===== src/rtl/pipe_ctrl_pkg.sv =====
// Shared types for the clock-enable pipeline controller.
// Latency: n/a (types and constant functions only).
// Backpressure: n/a.
package pipe_ctrl_pkg;

  localparam int STATE_W = 2;

  typedef enum logic [STATE_W-1:0] {
    ST_IDLE  = 2'd0,
    ST_RUN   = 2'd1,
    ST_DRAIN = 2'd2,
    ST_FLUSH = 2'd3
  } state_t;

  // Occupancy must be able to represent 0..latency inclusive.
  function automatic int occ_width(input int latency);
    return $clog2(latency + 1);
  endfunction

endpackage


===== src/rtl/pipe_occ_counter.sv =====
// Up/down counter of tokens in flight, with synchronous clear.
// Latency: count reflects inc/dec/clr one cycle after they are sampled.
// Backpressure: none; inc and dec in the same cycle cancel.
//
// Ports: clk, rst (async active-high), clr (sync, wins over inc/dec),
//        inc, dec, count[W-1:0].
module pipe_occ_counter #(
  parameter int W = 3
) (
  input  logic         clk,
  input  logic         rst,
  input  logic         clr,
  input  logic         inc,
  input  logic         dec,
  output logic [W-1:0] count
);

  always_ff @(posedge clk or posedge rst) begin
    if (rst) begin
      count <= '0;
    end else if (clr) begin
      count <= '0;
    end else if (inc && !dec) begin
      count <= count + W'(1);
    end else if (dec && !inc) begin
      count <= count - W'(1);
    end
  end

endmodule


===== src/rtl/pipe_ce_ctrl.sv =====
// Valid/ready wrapper that owns the shared ce of a fixed-latency delay-line pipeline.
// Latency: C_LATENCY ce-qualified cycles from accept to m_valid; each stall adds one.
// Backpressure: m_valid & !m_ready drops pipe_ce (combinationally) and s_ready.
//
// Ports: clk, rst (async active-high); enable, flush_req; s_valid/s_ready upstream;
//        m_valid/m_ready downstream; pipe_ce, pipe_clr to the datapath;
//        occupancy, busy, done status; stall_cycles, accept_count statistics.
// Optional: define PIPE_CE_CTRL_STATS_EN to build the saturating statistics
//           counters; otherwise both counter ports are tied to 0.
module pipe_ce_ctrl
  import pipe_ctrl_pkg::*;
#(
  parameter int C_LATENCY   = 4,
  parameter int C_CNT_WIDTH = 16
) (
  input  logic                               clk,
  input  logic                               rst,
  input  logic                               enable,
  input  logic                               flush_req,
  input  logic                               s_valid,
  output logic                               s_ready,
  output logic                               m_valid,
  input  logic                               m_ready,
  output logic                               pipe_ce,
  output logic                               pipe_clr,
  output logic [occ_width(C_LATENCY)-1:0]    occupancy,
  output logic                               busy,
  output logic                               done,
  output logic [C_CNT_WIDTH-1:0]             stall_cycles,
  output logic [C_CNT_WIDTH-1:0]             accept_count
);

  state_t               state;
  state_t               state_nxt;
  logic [C_LATENCY-1:0] vld;
  logic                 accept;
  logic                 emit;
  logic                 drain_done;

  assign m_valid = vld[C_LATENCY-1];
  assign emit    = m_valid & m_ready;
  assign accept  = s_valid & s_ready;
  assign busy    = (state != ST_IDLE) || (occupancy != '0);

  // Next state and the combinational handshake. pipe_ce only freezes when the
  // output token is actually blocked, so a stall releases with no bubble.
  always_comb begin
    state_nxt  = state;
    pipe_ce    = 1'b0;
    s_ready    = 1'b0;
    drain_done = 1'b0;
    case (state)
      ST_IDLE: begin
        if (enable) state_nxt = ST_RUN;
      end
      ST_RUN: begin
        pipe_ce = !(m_valid && !m_ready);
        // A beat offered alongside a flush would be cleared anyway; refuse it.
        s_ready = pipe_ce && !flush_req;
        if (!enable) state_nxt = ST_DRAIN;
      end
      ST_DRAIN: begin
        pipe_ce = !(m_valid && !m_ready);
        if (occupancy == '0) begin
          drain_done = 1'b1;
          state_nxt  = enable ? ST_RUN : ST_IDLE;
        end
      end
      ST_FLUSH: begin
        state_nxt = enable ? ST_RUN : ST_IDLE;
      end
      default: begin
        state_nxt = ST_IDLE;
      end
    endcase
    if (flush_req) begin
      state_nxt  = ST_FLUSH;
      drain_done = 1'b0;
    end
  end

  // pipe_clr and done are high during the FLUSH cycle itself; a drain's done
  // appears in the first cycle after DRAIN is left.
  always_ff @(posedge clk or posedge rst) begin
    if (rst) begin
      state    <= ST_IDLE;
      pipe_clr <= 1'b0;
      done     <= 1'b0;
    end else begin
      state    <= state_nxt;
      pipe_clr <= flush_req;
      done     <= flush_req | drain_done;
    end
  end

  // Token line mirrors the datapath: one bit per stage, shifted only on ce.
  // Tokens are dropped on the flush request edge so m_valid is already low
  // during the FLUSH cycle.
  always_ff @(posedge clk or posedge rst) begin
    if (rst) begin
      vld <= '0;
    end else if (flush_req) begin
      vld <= '0;
    end else if (pipe_ce) begin
      vld <= {vld[C_LATENCY-2:0], accept};
    end
  end

  pipe_occ_counter #(
    .W(occ_width(C_LATENCY))
  ) u_occ (
    .clk   (clk),
    .rst   (rst),
    .clr   (flush_req),
    .inc   (accept),
    .dec   (emit),
    .count (occupancy)
  );

`ifdef PIPE_CE_CTRL_STATS_EN
  logic [C_CNT_WIDTH-1:0] stall_q;
  logic [C_CNT_WIDTH-1:0] accept_q;

  // Saturating; deliberately untouched by flush so they span flushes.
  always_ff @(posedge clk or posedge rst) begin
    if (rst) begin
      stall_q  <= '0;
      accept_q <= '0;
    end else begin
      if (m_valid && !m_ready && (stall_q != '1)) stall_q <= stall_q + C_CNT_WIDTH'(1);
      if (accept && (accept_q != '1)) accept_q <= accept_q + C_CNT_WIDTH'(1);
    end
  end

  assign stall_cycles = stall_q;
  assign accept_count = accept_q;
`else
  assign stall_cycles = '0;
  assign accept_count = '0;
`endif

endmodule

===== config.mk =====
export PLATFORM = sky130hd
export DESIGN_NAME = pipe_ce_ctrl
export DESIGN_NICKNAME = d
export VERILOG_FILES = /design/src/rtl/pipe_ctrl_pkg.sv /design/src/rtl/pipe_occ_counter.sv /design/src/rtl/pipe_ce_ctrl.sv
export SDC_FILE = /design/constraint.sdc
export NUM_CORES = 1
export LEC_CHECK = 0
export CORE_MARGIN = 3
export CORE_UTILIZATION = 35
export DETAILED_ROUTE_END_ITERATION = 7
export GPL_ROUTABILITY_DRIVEN = 0
export PLACE_DENSITY = 0.88
export SYNTH_ARGS = -nofsm -noshare
export SYNTH_HDL_FRONTEND = slang
export SYNTH_SLANG_ARGS = --single-unit

===== constraint.sdc =====
create_clock -name clk -period 2.2 [get_ports clk]
set_input_delay 0.33 -clock clk [delete_from_list [all_inputs] [get_ports clk]]
set_output_delay 0.33 -clock clk [all_outputs]
set_load 0.02 [all_outputs]

==> run metrics <==
status=completed; Clock Latency Late Sink=0.27 ns; max_cap viols=0; synth unique cells=30; DRT iter0 DRCs=13; clock net sink count=11; HPWL Detailed=1348 um; ys flop type=dfrtp_1; Final setup viols=0; LEAKAGE=0.5297 nW; Adder-Cell Fraction of Synth Area=6.461%; initial antenna violation count=0; global-route wire length before repair=2525 um; Synth Area in Compound Gates=9.972%; hold_ws=0.3565 ns; Core ar.=2318 um2; Post-CTS Setup Repair Bufs=0; post-layout net count=133; vias=630; number of vias per cell=4.200; CP required=2.35 ns; post-layout util=43.77%; Layout area overhead=13.90%; WP data arrival=2.22 ns; worst min path class=input port to asynchronous set/reset pin; Post-synth EDFFs=0; clock root cell=clkbuf_4; share of post-route cells with drive strength above 1=13.93%; Min Clock Period, post-route=2.061 ns; Worst setup EP type=register; TritonCTS clock tree=yes; synthesized area=890.9 um2; Synth warnings=0; PortBufs=14; mux share of post-synthesis cell area=7.163%; Seq cells post-synth=11; VDD IR max=0.5039 mV; xor/xnor share of the synthesized area=0%; TritonCTS buffer count=3; P per Cell Area=890.6 nW/um2; top achievable clock speed=0.4853 GHz; Site Rows=17; largest net degree at the start of global routing=12; Final Hold Viols=0; Fin Clk Skew=0.004253 ns; Post-CTS Hold Fix Bufs=0; Slew Limit Fails=0; Syn Area/Cell=8.909 um2; total chip power=0.9038 mW; # resized after CTS=2; Mapped Cells=100; die footprint=3187 um2; Fillers=228; Global Route Usage Sum=10.15%; crit path from=state[1]$_DFFE_PP0P_; simple-gate share of the synthesized area=14.04%; critical path peak fanout=5; Die X-Extent=56.45 um; fin crit share=93.67%; WL/cell=10.79 um; Die H=56.45 um; register area share after synthesis=30.90%; RSZ-0062 raised after global routing=no; Worst-path clk slew=0.08 ns; final WL=1618 um; Initial Utilization=38.42%; setup_tns=0 ns; Reg-to-Reg Start=state[1]$_DFFE_PP0P_; number of global-route vias before repair=583; CTS Buffer Depth=2; drt drc=0; GRT overflow=0; CP startpoint kind=register; Antenna Cells=0; Final ANT Viol Nets=0; TritonRoute pass-1 iters=4; num ports=47; Post-synth ARST share=100.0%; CTS H-Tree Depth=1; Setup CP Type=register to register; main combinational cell family by area after synthesis=buffers and inverters
cells in the mapped netlist, drive strengths merged (2+ instances only):
cell,count,area (um2)
a21boi,2,15.02
a21oi,4,23.77
a31oi,2,12.51
buf,34,250.2
dfrtp,11,275.3
ha,3,37.54
inv,7,26.28
mux2,3,33.78
mux2i,3,30.03
nand3,2,10.01
nor2,11,41.29
nor2b,2,12.51
o21ai,3,15.01
state kept, by name (all words and copies together) (netlist names):
| name | cells |
|---|---|
| vld | 4 |
| u_occ.count | 3 |
| state | 2 |
| done | 1 |
| pipe_clr | 1 |
worst max-delay path: stages (launching register included):
cell and delay, ns:
dfrtp_1 0.41, inv_1 0.08, ha_1 0.19, and3b_1 0.17, nor2b_2 0.16, fa_2 0.34, and4bb_1 0.26, a31oi_1 0.04
mux2_2 0.28
report_power, final:
group	total (mW)	switching, mW	internal (mW)
clock	0.140	0.0729	0.0672
combinational	0.487	0.290	0.197
sequential	0.277	0.0349	0.242
final cells by class:
| type | count | area, um2 | area share (%) |
|---|---|---|---|
| Multi-Input combinational cell | 79 | 460.4 | 45.38 |
| Sequential cell | 11 | 275.3 | 27.13 |
| Timing Repair Buffer | 21 | 190.2 | 18.74 |
| Tap cell | 28 | 35.03 | 3.453 |
| Inverter | 7 | 26.28 | 2.589 |
| Clock buffer | 3 | 22.52 | 2.219 |
| Clock inverter | 1 | 5.005 | 0.4932 |
metrics by stage:
stage	area [um2]	cells	worst slack, ns
floorplan	1007	131	0.1442
global placement	984.7	146	-0.009669
detailed placement	984.7	146	-0.02183
CTS	1010	150	0.09916
global route	1015	150	0.02776
finish	1015	150	0.1392
cell families after synthesis:
family	count (synthesis)
multiplexers	6
other	1
AND/OR/NAND/NOR	23
buffers and inverters	41
flip-flops	11
adder cells (fa/ha/maj)	4
AO/OA/AOI/OAI	14
layer usage:
metal  share of wire, %  vias to the layer above  GRT usage (%)
met5                  0                        -              0
met4                1.1                        0          4.068
li1                   -                      303              -
met3                9.1                        2          3.218
met2                 50                       31          17.16
met1                 40                      294          11.74
layout by cell type, fill, tap and decap left out, drive strengths merged, types with 2 or more instances in the layout:
cell,count
nor2,11
inv,7
nand3,2
mux2i,3
mux2,3
dfrtp,11
a31oi,2
ha,3
clkbuf,3
nor2b,2
a21oi,4
o21ai,3
clkdlybuf4s50,12
a21boi,2
dlygate4sd2,2
conb,32
buf,7
path summary, 6_finish.rpt:
| path | to | depth (start not counted) | slack, ns |
|---|---|---|---|
| setup / recovery | u_occ.count[2]$_DFFE_PP0P_ | 8 | 0.14 |
| hold / removal | u_occ.count[0]$_DFFE_PP0P_ | 2 | 0.36 |
| setup reg to reg | u_occ.count[2]$_DFFE_PP0P_ | 8 | 0.14 |
| hold reg to reg | vld[3]$_DFFE_PP0P_ | 2 | 0.53 |
| max in group asynchronous | u_occ.count[2]$_DFFE_PP0P_ | 2 | 1.54 |
| min in group clk | vld[3]$_DFFE_PP0P_ | 2 | 0.53 |
Power figures use the tool's default switching activity.
